`src/rtl/nines_rom_sequencer.sv`:
```
// Two-requester burst-read controller for the nines lookup ROM.
// Arbitrates round-robin between requesters 0 and 1. For each granted burst it drives
// the ROM strobes for ACCESS_CYCLES cycles per byte and captures the byte. Each byte is
// then presented on a valid/ready stream tagged with the owning requester.
//
// Ports:
//   clk_i, rst_ni            clock, asynchronous active-low reset
//   req{0,1}_i               burst request, held until the matching grant
//   start{0,1}_i, len{0,1}_i first address and byte count (0 = empty burst)
//   gnt{0,1}_o               one-cycle grant pulse
//   rom_addr_o, rom_cs_n_o,  ROM address and active-low strobes
//   rom_oe_n_o, rom_data_i   ROM read data (asynchronous)
//   rd_data_o, rd_valid_o,   captured byte stream; rd_last_o marks the final byte
//   rd_ready_i, rd_id_o,
//   rd_last_o
//   done_o, done_id_o        one-cycle burst-complete pulse and its requester
//   busy_o                   controller not idle
// All outputs are registered.
module nines_rom_sequencer #(
  parameter int unsigned ACCESS_CYCLES = 2,
  parameter int unsigned ADDR_W        = 16
) (
  input  logic              clk_i,
  input  logic              rst_ni,
  input  logic              req0_i,
  input  logic              req1_i,
  input  logic [ADDR_W-1:0] start0_i,
  input  logic [ADDR_W-1:0] start1_i,
  input  logic [7:0]        len0_i,
  input  logic [7:0]        len1_i,
  output logic              gnt0_o,
  output logic              gnt1_o,
  output logic [ADDR_W-1:0] rom_addr_o,
  output logic              rom_cs_n_o,
  output logic              rom_oe_n_o,
  input  logic [7:0]        rom_data_i,
  output logic [7:0]        rd_data_o,
  output logic              rd_valid_o,
  input  logic              rd_ready_i,
  output logic              rd_id_o,
  output logic              rd_last_o,
  output logic              done_o,
  output logic              done_id_o,
  output logic              busy_o
);

  // StGrant is the cycle the grant pulse is visible; strobes follow one cycle later,
  // which puts the first byte ACCESS_CYCLES+1 cycles after the grant edge.
  typedef enum logic [2:0] {StIdle, StGrant, StAccess, StOutput, StDone} state_e;

  localparam logic [3:0] WaitLast = 4'(ACCESS_CYCLES - 1);

  state_e            state_q, state_d;
  logic              last_served_q, last_served_d;
  logic              cur_id_q, cur_id_d;
  logic [ADDR_W-1:0] addr_q, addr_d;
  logic [7:0]        remaining_q, remaining_d;
  logic [3:0]        wait_q, wait_d;
  logic              cs_n_q, cs_n_d;
  logic              oe_n_q, oe_n_d;
  logic [7:0]        rd_data_q, rd_data_d;
  logic              rd_valid_q, rd_valid_d;
  logic              rd_id_q, rd_id_d;
  logic              rd_last_q, rd_last_d;
  logic              gnt0_q, gnt0_d;
  logic              gnt1_q, gnt1_d;
  logic              done_q, done_d;
  logic              done_id_q, done_id_d;
  logic              busy_q, busy_d;
  logic              pick1;

  always_comb begin
    state_d       = state_q;
    last_served_d = last_served_q;
    cur_id_d      = cur_id_q;
    addr_d        = addr_q;
    remaining_d   = remaining_q;
    wait_d        = wait_q;
    cs_n_d        = cs_n_q;
    oe_n_d        = oe_n_q;
    rd_data_d     = rd_data_q;
    rd_valid_d    = rd_valid_q;
    rd_id_d       = rd_id_q;
    rd_last_d     = rd_last_q;
    gnt0_d        = 1'b0;
    gnt1_d        = 1'b0;
    done_d        = 1'b0;
    done_id_d     = done_id_q;
    pick1         = 1'b0;

    unique case (state_q)
      StIdle: begin
        if (req0_i || req1_i) begin
          // On a tie, the requester that was not served last wins.
          pick1         = req1_i && (!req0_i || !last_served_q);
          cur_id_d      = pick1;
          last_served_d = pick1;
          addr_d        = pick1 ? start1_i : start0_i;
          remaining_d   = pick1 ? len1_i : len0_i;
          gnt0_d        = !pick1;
          gnt1_d        = pick1;
          state_d       = StGrant;
        end
      end
      StGrant: begin
        if (remaining_q == 8'd0) begin
          done_d    = 1'b1;
          done_id_d = cur_id_q;
          state_d   = StDone;
        end else begin
          cs_n_d  = 1'b0;
          oe_n_d  = 1'b0;
          wait_d  = 4'd0;
          state_d = StAccess;
        end
      end
      StAccess: begin
        if (wait_q == WaitLast) begin
          rd_data_d  = rom_data_i;
          rd_valid_d = 1'b1;
          rd_id_d    = cur_id_q;
          rd_last_d  = (remaining_q == 8'd1);
          cs_n_d     = 1'b1;
          oe_n_d     = 1'b1;
          state_d    = StOutput;
        end else begin
          wait_d = wait_q + 4'd1;
        end
      end
      StOutput: begin
        if (rd_ready_i) begin
          rd_valid_d = 1'b0;
          rd_last_d  = 1'b0;
          if (remaining_q == 8'd1) begin
            done_d    = 1'b1;
            done_id_d = cur_id_q;
            state_d   = StDone;
          end else begin
            remaining_d = remaining_q - 8'd1;
            // Wraps from all-ones to zero within a burst.
            addr_d      = addr_q + {{(ADDR_W-1){1'b0}}, 1'b1};
            cs_n_d      = 1'b0;
            oe_n_d      = 1'b0;
            wait_d      = 4'd0;
            state_d     = StAccess;
          end
        end
      end
      StDone: begin
        state_d = StIdle;
      end
      default: begin
        state_d = StIdle;
      end
    endcase

    busy_d = (state_d != StIdle);
  end

  always_ff @(posedge clk_i or negedge rst_ni) begin
    if (!rst_ni) begin
      state_q       <= StIdle;
      last_served_q <= 1'b1;
      cur_id_q      <= 1'b0;
      addr_q        <= '0;
      remaining_q   <= 8'd0;
      wait_q        <= 4'd0;
      cs_n_q        <= 1'b1;
      oe_n_q        <= 1'b1;
      rd_data_q     <= 8'd0;
      rd_valid_q    <= 1'b0;
      rd_id_q       <= 1'b0;
      rd_last_q     <= 1'b0;
      gnt0_q        <= 1'b0;
      gnt1_q        <= 1'b0;
      done_q        <= 1'b0;
      done_id_q     <= 1'b0;
      busy_q        <= 1'b0;
    end else begin
      state_q       <= state_d;
      last_served_q <= last_served_d;
      cur_id_q      <= cur_id_d;
      addr_q        <= addr_d;
      remaining_q   <= remaining_d;
      wait_q        <= wait_d;
      cs_n_q        <= cs_n_d;
      oe_n_q        <= oe_n_d;
      rd_data_q     <= rd_data_d;
      rd_valid_q    <= rd_valid_d;
      rd_id_q       <= rd_id_d;
      rd_last_q     <= rd_last_d;
      gnt0_q        <= gnt0_d;
      gnt1_q        <= gnt1_d;
      done_q        <= done_d;
      done_id_q     <= done_id_d;
      busy_q        <= busy_d;
    end
  end

  assign gnt0_o     = gnt0_q;
  assign gnt1_o     = gnt1_q;
  assign rom_addr_o = addr_q;
  assign rom_cs_n_o = cs_n_q;
  assign rom_oe_n_o = oe_n_q;
  assign rd_data_o  = rd_data_q;
  assign rd_valid_o = rd_valid_q;
  assign rd_id_o    = rd_id_q;
  assign rd_last_o  = rd_last_q;
  assign done_o     = done_q;
  assign done_id_o  = done_id_q;
  assign busy_o     = busy_q;

endmodule

```
`config.mk`:
```
export PLATFORM = sky130hd
export DESIGN_NAME = nines_rom_sequencer
export DESIGN_NICKNAME = d
export VERILOG_FILES = /design/src/rtl/nines_rom_sequencer.sv
export SDC_FILE = /design/constraint.sdc
export NUM_CORES = 1
export LEC_CHECK = 0
export ABC_AREA = 1
export BUFFER_PORTS_ARGS = -buffer_cell sky130_fd_sc_hd__buf_2
export CORE_AREA = 2 2 104 106
export DETAILED_ROUTE_END_ITERATION = 16
export DIE_AREA = 0 0 106 108
export PLACE_DENSITY = 0.5
export SYNTH_ARGS = -nofsm -noshare
export SYNTH_HDL_FRONTEND = slang
export SYNTH_SLANG_ARGS = --single-unit
```
`constraint.sdc`:
```
create_clock -name clk_i -period 1.59 [get_ports clk_i]
set_clock_uncertainty 0.05 [all_clocks]
set_input_delay 0 -clock clk_i [delete_from_list [all_inputs] [get_ports clk_i]]
set_output_delay 0 -clock clk_i [all_outputs]
set_load 0.01 [all_outputs]
```
**After elaboration in Yosys (flattened, before gate mapping)**

Cells that the tools add are included.

- Output and inout port bits: 34
- Input bits: 61
- Flip-flop bits (word level): 50
- Logic and storage cells: 94

- Multiplexer cells: 42
- Add/subtract/negate cells: 3
- Reduce and logical (&&, ||, !) cells: 20
- Eq/ne operators: 13

Operator list:

| cell | number |
|---|---|
| $mux 16 | 4 |
| $mux 8 | 4 |
| $pmux 16 s2 | 1 |
| $add 16x1->16 const B | 1 |
| $mux 1 | 16 |
| $mux 4 | 4 |
| $ne 2x2->1 const B | 8 |
| $pmux 8 s2 | 1 |
| $mux 3 | 5 |
| $pmux 3 s4 | 1 |
| $pmux 4 s3 | 1 |
| $reduce_and 5->1 | 2 |
| $eq 8x1->1 const B | 1 |
| $logic_not 8->1 | 1 |
| $pmux 1 s2 | 4 |
| $reduce_and 4->1 | 2 |
| $sub 8x1->8 const B | 1 |
| $eq 3x2->1 const B | 2 |
| $reduce_bool 2->1 | 3 |
| $reduce_bool 3->1 | 2 |
| $add 4x1->4 const B | 1 |
| $eq 4x1->1 const B | 1 |
| $reduce_and 2->1 | 2 |
| $eq 3x1->1 const B | 1 |
| 6 further kinds | 9 |

**Logic depth before layout (Yosys ltp)**

- Word-level depth: 6
- Depth in mapped cells: 10
- Depth with buffers taken out: 10

**Worst setup path after synthesis**

OpenSTA, ideal clock, no wires.

- Path kind: flip-flop to flip-flop
- From: register last_served_q
- To: register remaining_q[4]
- Stages on the path, launching flop included: 9
- Library setup time: 0.121 ns
- Required time: 1.419 ns
- Buffers on the path: 1
- Period minus slack after synthesis: 1.457 ns
- Arrival: 1.286 ns
- Path slack: 0.133 ns
- Path through: dfstp_2 nand2_1 nand2_1 inv_1 buf_2 o21ai_0 o21ai_1 nand2_1 o21ai_1

- Longest elaborated chain between the ends: 6

Ends and longest elaborated chain:

| item | RTL line | source |
|---|---|---|
| from (decl) | 54 | `logic last_served_q, last_served_d;` |
| from (signal assigned) | 181 | `last_served_q <= last_served_d;` |
| $logic_not 1->1 | 95 | `pick1 = req1_i && (!req0_i \|\| !last_served_q);` |
| $logic_or 1x1->1 | 95 |  |
| $logic_and 1x1->1 | 95 |  |
| $mux 8 | 99 | `remaining_d = pick1 ? len1_i : len0_i;` |
| $mux 8 | 93 | `if (req0_i \|\| req1_i) begin` |
| $pmux 8 s2 | 91 | `unique case (state_q)` |
| to (signal assigned) | 184 | `remaining_q <= remaining_d;` |
| to (decl) | 57 | `logic [7:0] remaining_q, remaining_d;` |

Every way passes these cells. The select of a mux whose other input is x is not followed.
A chain may end at the register's enable or synchronous reset.

**Final worst setup path**

- From: register remaining_q[6]
- To: register remaining_q[3]

- Longest elaborated chain between the ends: 3

Ends and longest elaborated chain:

| item | RTL line | source |
|---|---|---|
| $eq 8x1->1 | 134 | `if (remaining_q == 8'd1) begin` |
| $ne 2x2->1 (no source line) | - |  |
| $reduce_and 4->1 (no source line) | - |  |

Every way passes these cells.

==> tab_implementation.tex <==
\begin{tabular}{lr}
\hline
Metric & Value \\
\hline
\multicolumn{2}{l}{\textbf{Outcome}} \\
\quad Result of the run & finished, violations left \\
\quad Violated checks & hold timing \\
\multicolumn{2}{l}{\textbf{Critical path}} \\
\quad Worst EP required & roughly 1.7 ns \\
\quad CP max stage delay & 0.41 ns \\
\quad Crit-path max FO & 6 \\
\quad Worst path slowest cell & sky130\_fd\_sc\_hd\_\_dfrtp\_1 \\
\quad Crit path arrival time & 1.69 ns \\
\quad Startpoint of the most critical register-to-register path & remaining\_q[6] \\
\quad Nature of the critical path endpoint & register \\
\quad Gate family responsible for the most delay along the worst path & flip-flops \\
\quad Worst-path cell chain & nor2\_2 -> nand2\_4 -> o21ai\_4 -> a21boi\_4 -> buf\_6 -> clkbuf\_16 -> nand3\_1 -> nand2\_1 \\
\quad Critical path buffers and inverters & 2 \\
\quad FF-to-FF End & remaining\_q[3] \\
\quad Worst reg-to-reg path cell count & 8 \\
\quad Reg-to-reg setup timing slack & 0.06 ns \\
\quad Classification of the worst setup path & reg2reg \\
\quad Critical path launch point type & register \\
\multicolumn{2}{l}{\textbf{Timing}} \\
\quad Number of endpoints failing setup at the final stage & 0 \\
\quad Fmax & 652 MHz \\
\quad Pins over their slew limit & 0 \\
\quad Final worst-path cycle share & 96.4\% \\
\quad Slew headroom & 61.2\% \\
\quad Final setup slack of the worst path & $\sim$0.057 ns \\
\quad Worst-margin pin slew & just under 0.6 ns \\
\quad Final min period & $\sim$1.5 ns \\
\quad Number of failing hold endpoints at the final stage & 1 \\
\quad Hold Slack & -0.000992 ns \\
\quad RSZ-0062 raised after global routing & yes \\
\multicolumn{2}{l}{\textbf{Synthesis}} \\
\quad Area fraction in and, or, nand and nor cells after synthesis & 33.4\% \\
\quad Synth Flop Type & sky130\_fd\_sc\_hd\_\_dfrtp\_1 \\
\quad Number of synthesized register bits & 50 \\
\quad Sequential element share of the synthesized area & between 40\% and 50\% \\
\quad Gate Count Post-Synth & 430 \\
\quad Post-synth EDFFs & 0 \\
\quad Xor and xnor fraction of the mapped netlist area & 1.15\% \\
\quad Dominant combinational cell family by area after synthesis & simple AND/OR/NAND/NOR gates \\
\quad Post-Syn Area & between 3000 and 4000 um\^{}2 \\
\quad Post-Syn Nets & between 400 and 500 \\
\quad Adder and majority gate portion of the synthesized area & about 2.5\% \\
\quad Multiplexer share of the synthesized area & 0\% \\
\quad Number of distinct library cells after synthesis & 33 \\
\quad Share of flip-flops with an asynchronous set or reset & between 90\% and 100\% \\
\quad Post-Syn Area per Cell & 7.10 um\^{}2 \\
\quad Count of synthesis-stage warnings from yosys & 0 \\
\quad Area fraction in compound gates after synthesis & 14.5\% \\
\multicolumn{2}{l}{\textbf{Finish}} \\
\quad Synthesis-to-finish area growth & 43.6\% \\
\quad Fraction of the core area covered by cells at the end of the flow & 42.9\% \\
\quad Leading cell type in the layout, fill and taps excluded & sky130\_fd\_sc\_hd\_\_nand2\_1 \\
\quad Final antenna diode count & 0 \\
\quad Proportion of layout cells with a drive suffix above 1 & between 30\% and 40\% \\
\quad \# nets final & 641 \\
\quad Commonest non-fill, non-tap cells in the layout & sky130\_fd\_sc\_hd\_\_nand2\_1, sky130\_fd\_sc\_hd\_\_buf\_2, sky130\_fd\_sc\_hd\_\_dfrtp\_1 \\
\multicolumn{2}{l}{\textbf{Route}} \\
\quad Violation count after the first detailed-route iteration & 145 \\
\quad Vias per std cell & 4.59 \\
\quad Drc violations & 0 \\
\quad Number of vias in the routed layout & between 3000 and 4000 \\
\quad Post-DR wirelength/cell & 13.2 um \\
\quad Post-Route WL & 9350 um \\
\quad Detailed Routing Iterations Pass 1 & 4 \\
\quad Antenna violation net count after detailed routing & 0 \\
\multicolumn{2}{l}{\textbf{Global routing}} \\
\quad Via count of the first global-routing pass & 3113 \\
\quad Number of antenna violations at the first check in global routing & 0 \\
\quad Pin count of the biggest net entering global routing & 26 \\
\quad Congestion Overflow GR & 0 \\
\quad Wire length of the first global-routing pass & 14900 um \\
\quad Global-route usage over all layers & between 15 and 20\% \\
\multicolumn{2}{l}{\textbf{Worst hold path}} \\
\quad Worst hold path startpoint & start0\_i[1] \\
\quad Worst hold-check path type & in2reg \\
\quad Hold depth & 5 \\
\quad Worst Hold Endpoint & rom\_addr\_o[1] \\
\multicolumn{2}{l}{\textbf{Die}} \\
\quad Count of standard-cell rows & 37 \\
\quad Core Area & 10200 um\^{}2 \\
\quad Full die area & 11400 um\^{}2 \\
\quad Starting density of the core & 29.9\% \\
\quad IO Count & 95 \\
\quad DIE HEIGHT & 108 um \\
\quad Width of the chip & 106 um \\
\multicolumn{2}{l}{\textbf{Pwr}} \\
\quad Leakage component of the power & 2.24 nW \\
\quad Power density over the cells & around 1800 nW/um\^{}2 \\
\quad Worst supply voltage drop on vdd & 0.669 mV \\
\multicolumn{2}{l}{\textbf{Clocking}} \\
\quad Maximum level of the CTS H-tree & 2 \\
\quad Master cell of the clock root buffer & sky130\_fd\_sc\_hd\_\_clkbuf\_8 \\
\quad Clk slew on worst S/H paths & 0.10 ns \\
\quad Clk buf depth & 2 \\
\quad Clock latency on the worst-skew pair & 0.31 ns \\
\quad Count of clock tree sinks & 50 \\
\quad CTS tree & done \\
\quad Number of buffers created by CTS & 5 \\
\multicolumn{2}{l}{\textbf{Placement}} \\
\quad Placed wire-length estimate after detailed placement & between 6000 and 7000 um \\
\quad Placement Setup Slack & about 0.021 ns \\
\quad GPL Wtd Cong & 0.859 \\
\quad Count of input and output buffers & 94 \\
\multicolumn{2}{l}{\textbf{Run}} \\
\quad Number of max-capacitance violations reported & 0 \\
\hline
\end{tabular}
logic make-up after synthesis:
group | after synthesis
buffers and inverters | 48
DFF | 50
AOI/OAI and AO/OA | 76
xor gates and xnor gates | 4
adders and majority gates | 6
and+or+nand+nor | 246
worst register-to-register path: stages, from the launching register on:
cell and delay (ns):
sky130_fd_sc_hd__dfrtp_1 0.41, sky130_fd_sc_hd__nor2_2 0.17, sky130_fd_sc_hd__nand2_4 0.09, sky130_fd_sc_hd__o21ai_4 0.21, sky130_fd_sc_hd__a21boi_4 0.09, sky130_fd_sc_hd__buf_6 0.14
sky130_fd_sc_hd__clkbuf_16 0.16, sky130_fd_sc_hd__nand3_1 0.07, sky130_fd_sc_hd__nand2_1 0.05
cell type report:
type	count	area, um^2
inverter	33	126
multi-input combinational	332	1690
tap	136	170
timing repair buffer	152	1050
clock inverter	3	26.3
sequential	50	1250
clock buffer	5	68.8
fill	1096	5850
synthesized netlist by cell type (2+ instances only):
cell type / n / area share, %
sky130_fd_sc_hd__nand2_2: 3 / 0.61
sky130_fd_sc_hd__nand2_1: 148 / 18
sky130_fd_sc_hd__nor2_2: 4 / 0.82
sky130_fd_sc_hd__buf_6: 3 / 1.1
sky130_fd_sc_hd__o21bai_1: 5 / 1.2
sky130_fd_sc_hd__inv_2: 4 / 0.49
sky130_fd_sc_hd__nor2_1: 49 / 6.0
sky130_fd_sc_hd__a21oi_1: 9 / 1.5
sky130_fd_sc_hd__nand3_1: 30 / 4.9
sky130_fd_sc_hd__o21ai_0: 39 / 6.4
sky130_fd_sc_hd__inv_1: 29 / 3.6
sky130_fd_sc_hd__o22ai_1: 5 / 1.0
sky130_fd_sc_hd__buf_2: 8 / 1.3
sky130_fd_sc_hd__nor3_1: 2 / 0.33
sky130_fd_sc_hd__dfrtp_1: 48 / 39
sky130_fd_sc_hd__xnor2_1: 2 / 0.57
sky130_fd_sc_hd__clkbuf_1: 2 / 0.25
sky130_fd_sc_hd__dfstp_2: 2 / 1.7
sky130_fd_sc_hd__ha_1: 6 / 2.5
sky130_fd_sc_hd__o21ai_2: 4 / 1.1
sky130_fd_sc_hd__xor2_1: 2 / 0.57
sky130_fd_sc_hd__or2_2: 2 / 0.41
sky130_fd_sc_hd__o21ai_1: 10 / 1.6
sky130_fd_sc_hd__nand4_1: 5 / 1.0
power breakdown:
| part | switching (mW) | leakage, nW | internal, mW |
|---|---|---|---|
| registers | 0.519 | 0.614 | 1.87 |
| logic | 2.77 | 1.58 | 2.13 |
| clock network | 0.477 | 0.0491 | 0.325 |
| total | 3.77 | 2.24 | 4.33 |
state kept, by name (all words and copies together) (netlist names):
| name | cells |
|---|---|
| gnt1_o | 1 |
| cur_id_q | 1 |
| rd_data_o | 8 |
| remaining_q | 8 |
| state_q | 3 |
| rd_valid_o | 1 |
| done_id_o | 1 |
| rd_id_o | 1 |
| rd_last_o | 1 |
| rom_oe_n_o | 1 |
| busy_o | 1 |
| rom_addr_o | 16 |
| done_o | 1 |
| wait_q | 4 |
| last_served_q | 1 |
| gnt0_o | 1 |
through the flow:
stage          std cells  power, mW  cell area (um^2)  setup TNS [ns]
2_1_floorplan        430       5.11              3050               0
3_3_place_gp         672       6.55              3830               0
3_5_place_dp         672       6.58              3830               0
4_1_cts              700       7.45              4130               0
5_1_grt              711       8.84              4390          -0.193
6_report             711       8.09              4390               0
worst max path at each step:
| stage | startpoint | endpoint | slack [ns] | depth (start not counted) |
|---|---|---|---|---|
| after floorplan | last_served_q | remaining_q[4] | 0.13 | 8 |
| after global placement | last_served_q | rom_addr_o[12] | 0.03 | 10 |
| final | remaining_q[6] | remaining_q[3] | 0.06 | 8 |
| after detailed placement | last_served_q | rom_addr_o[12] | 0.02 | 10 |
| after global routing | remaining_q[6] | remaining_q[7] | -0.03 | 8 |
| after CTS | state_q[0] | remaining_q[1] | 0.02 | 6 |
per-layer routing:
metal	track usage, %	part of all wire [%]	vias up
li1	-	-	1676
met1	22.1	47	1512
met2	27.4	49	65
met3	1.93	3.0	7
met4	3.95	0.91	0
met5	0	0	-
timing repair:
action                                  in CTS  in global routing
endpoints found under the setup margin       1                 36
setup buffers                                0                  8
resized for setup                            1                 46
hold buffers                                20                  0
cloned                                       0                  3
pin swaps                                    0                  7
endpoints found under the hold margin       37                  0
(Power assumes the default switching activity.)
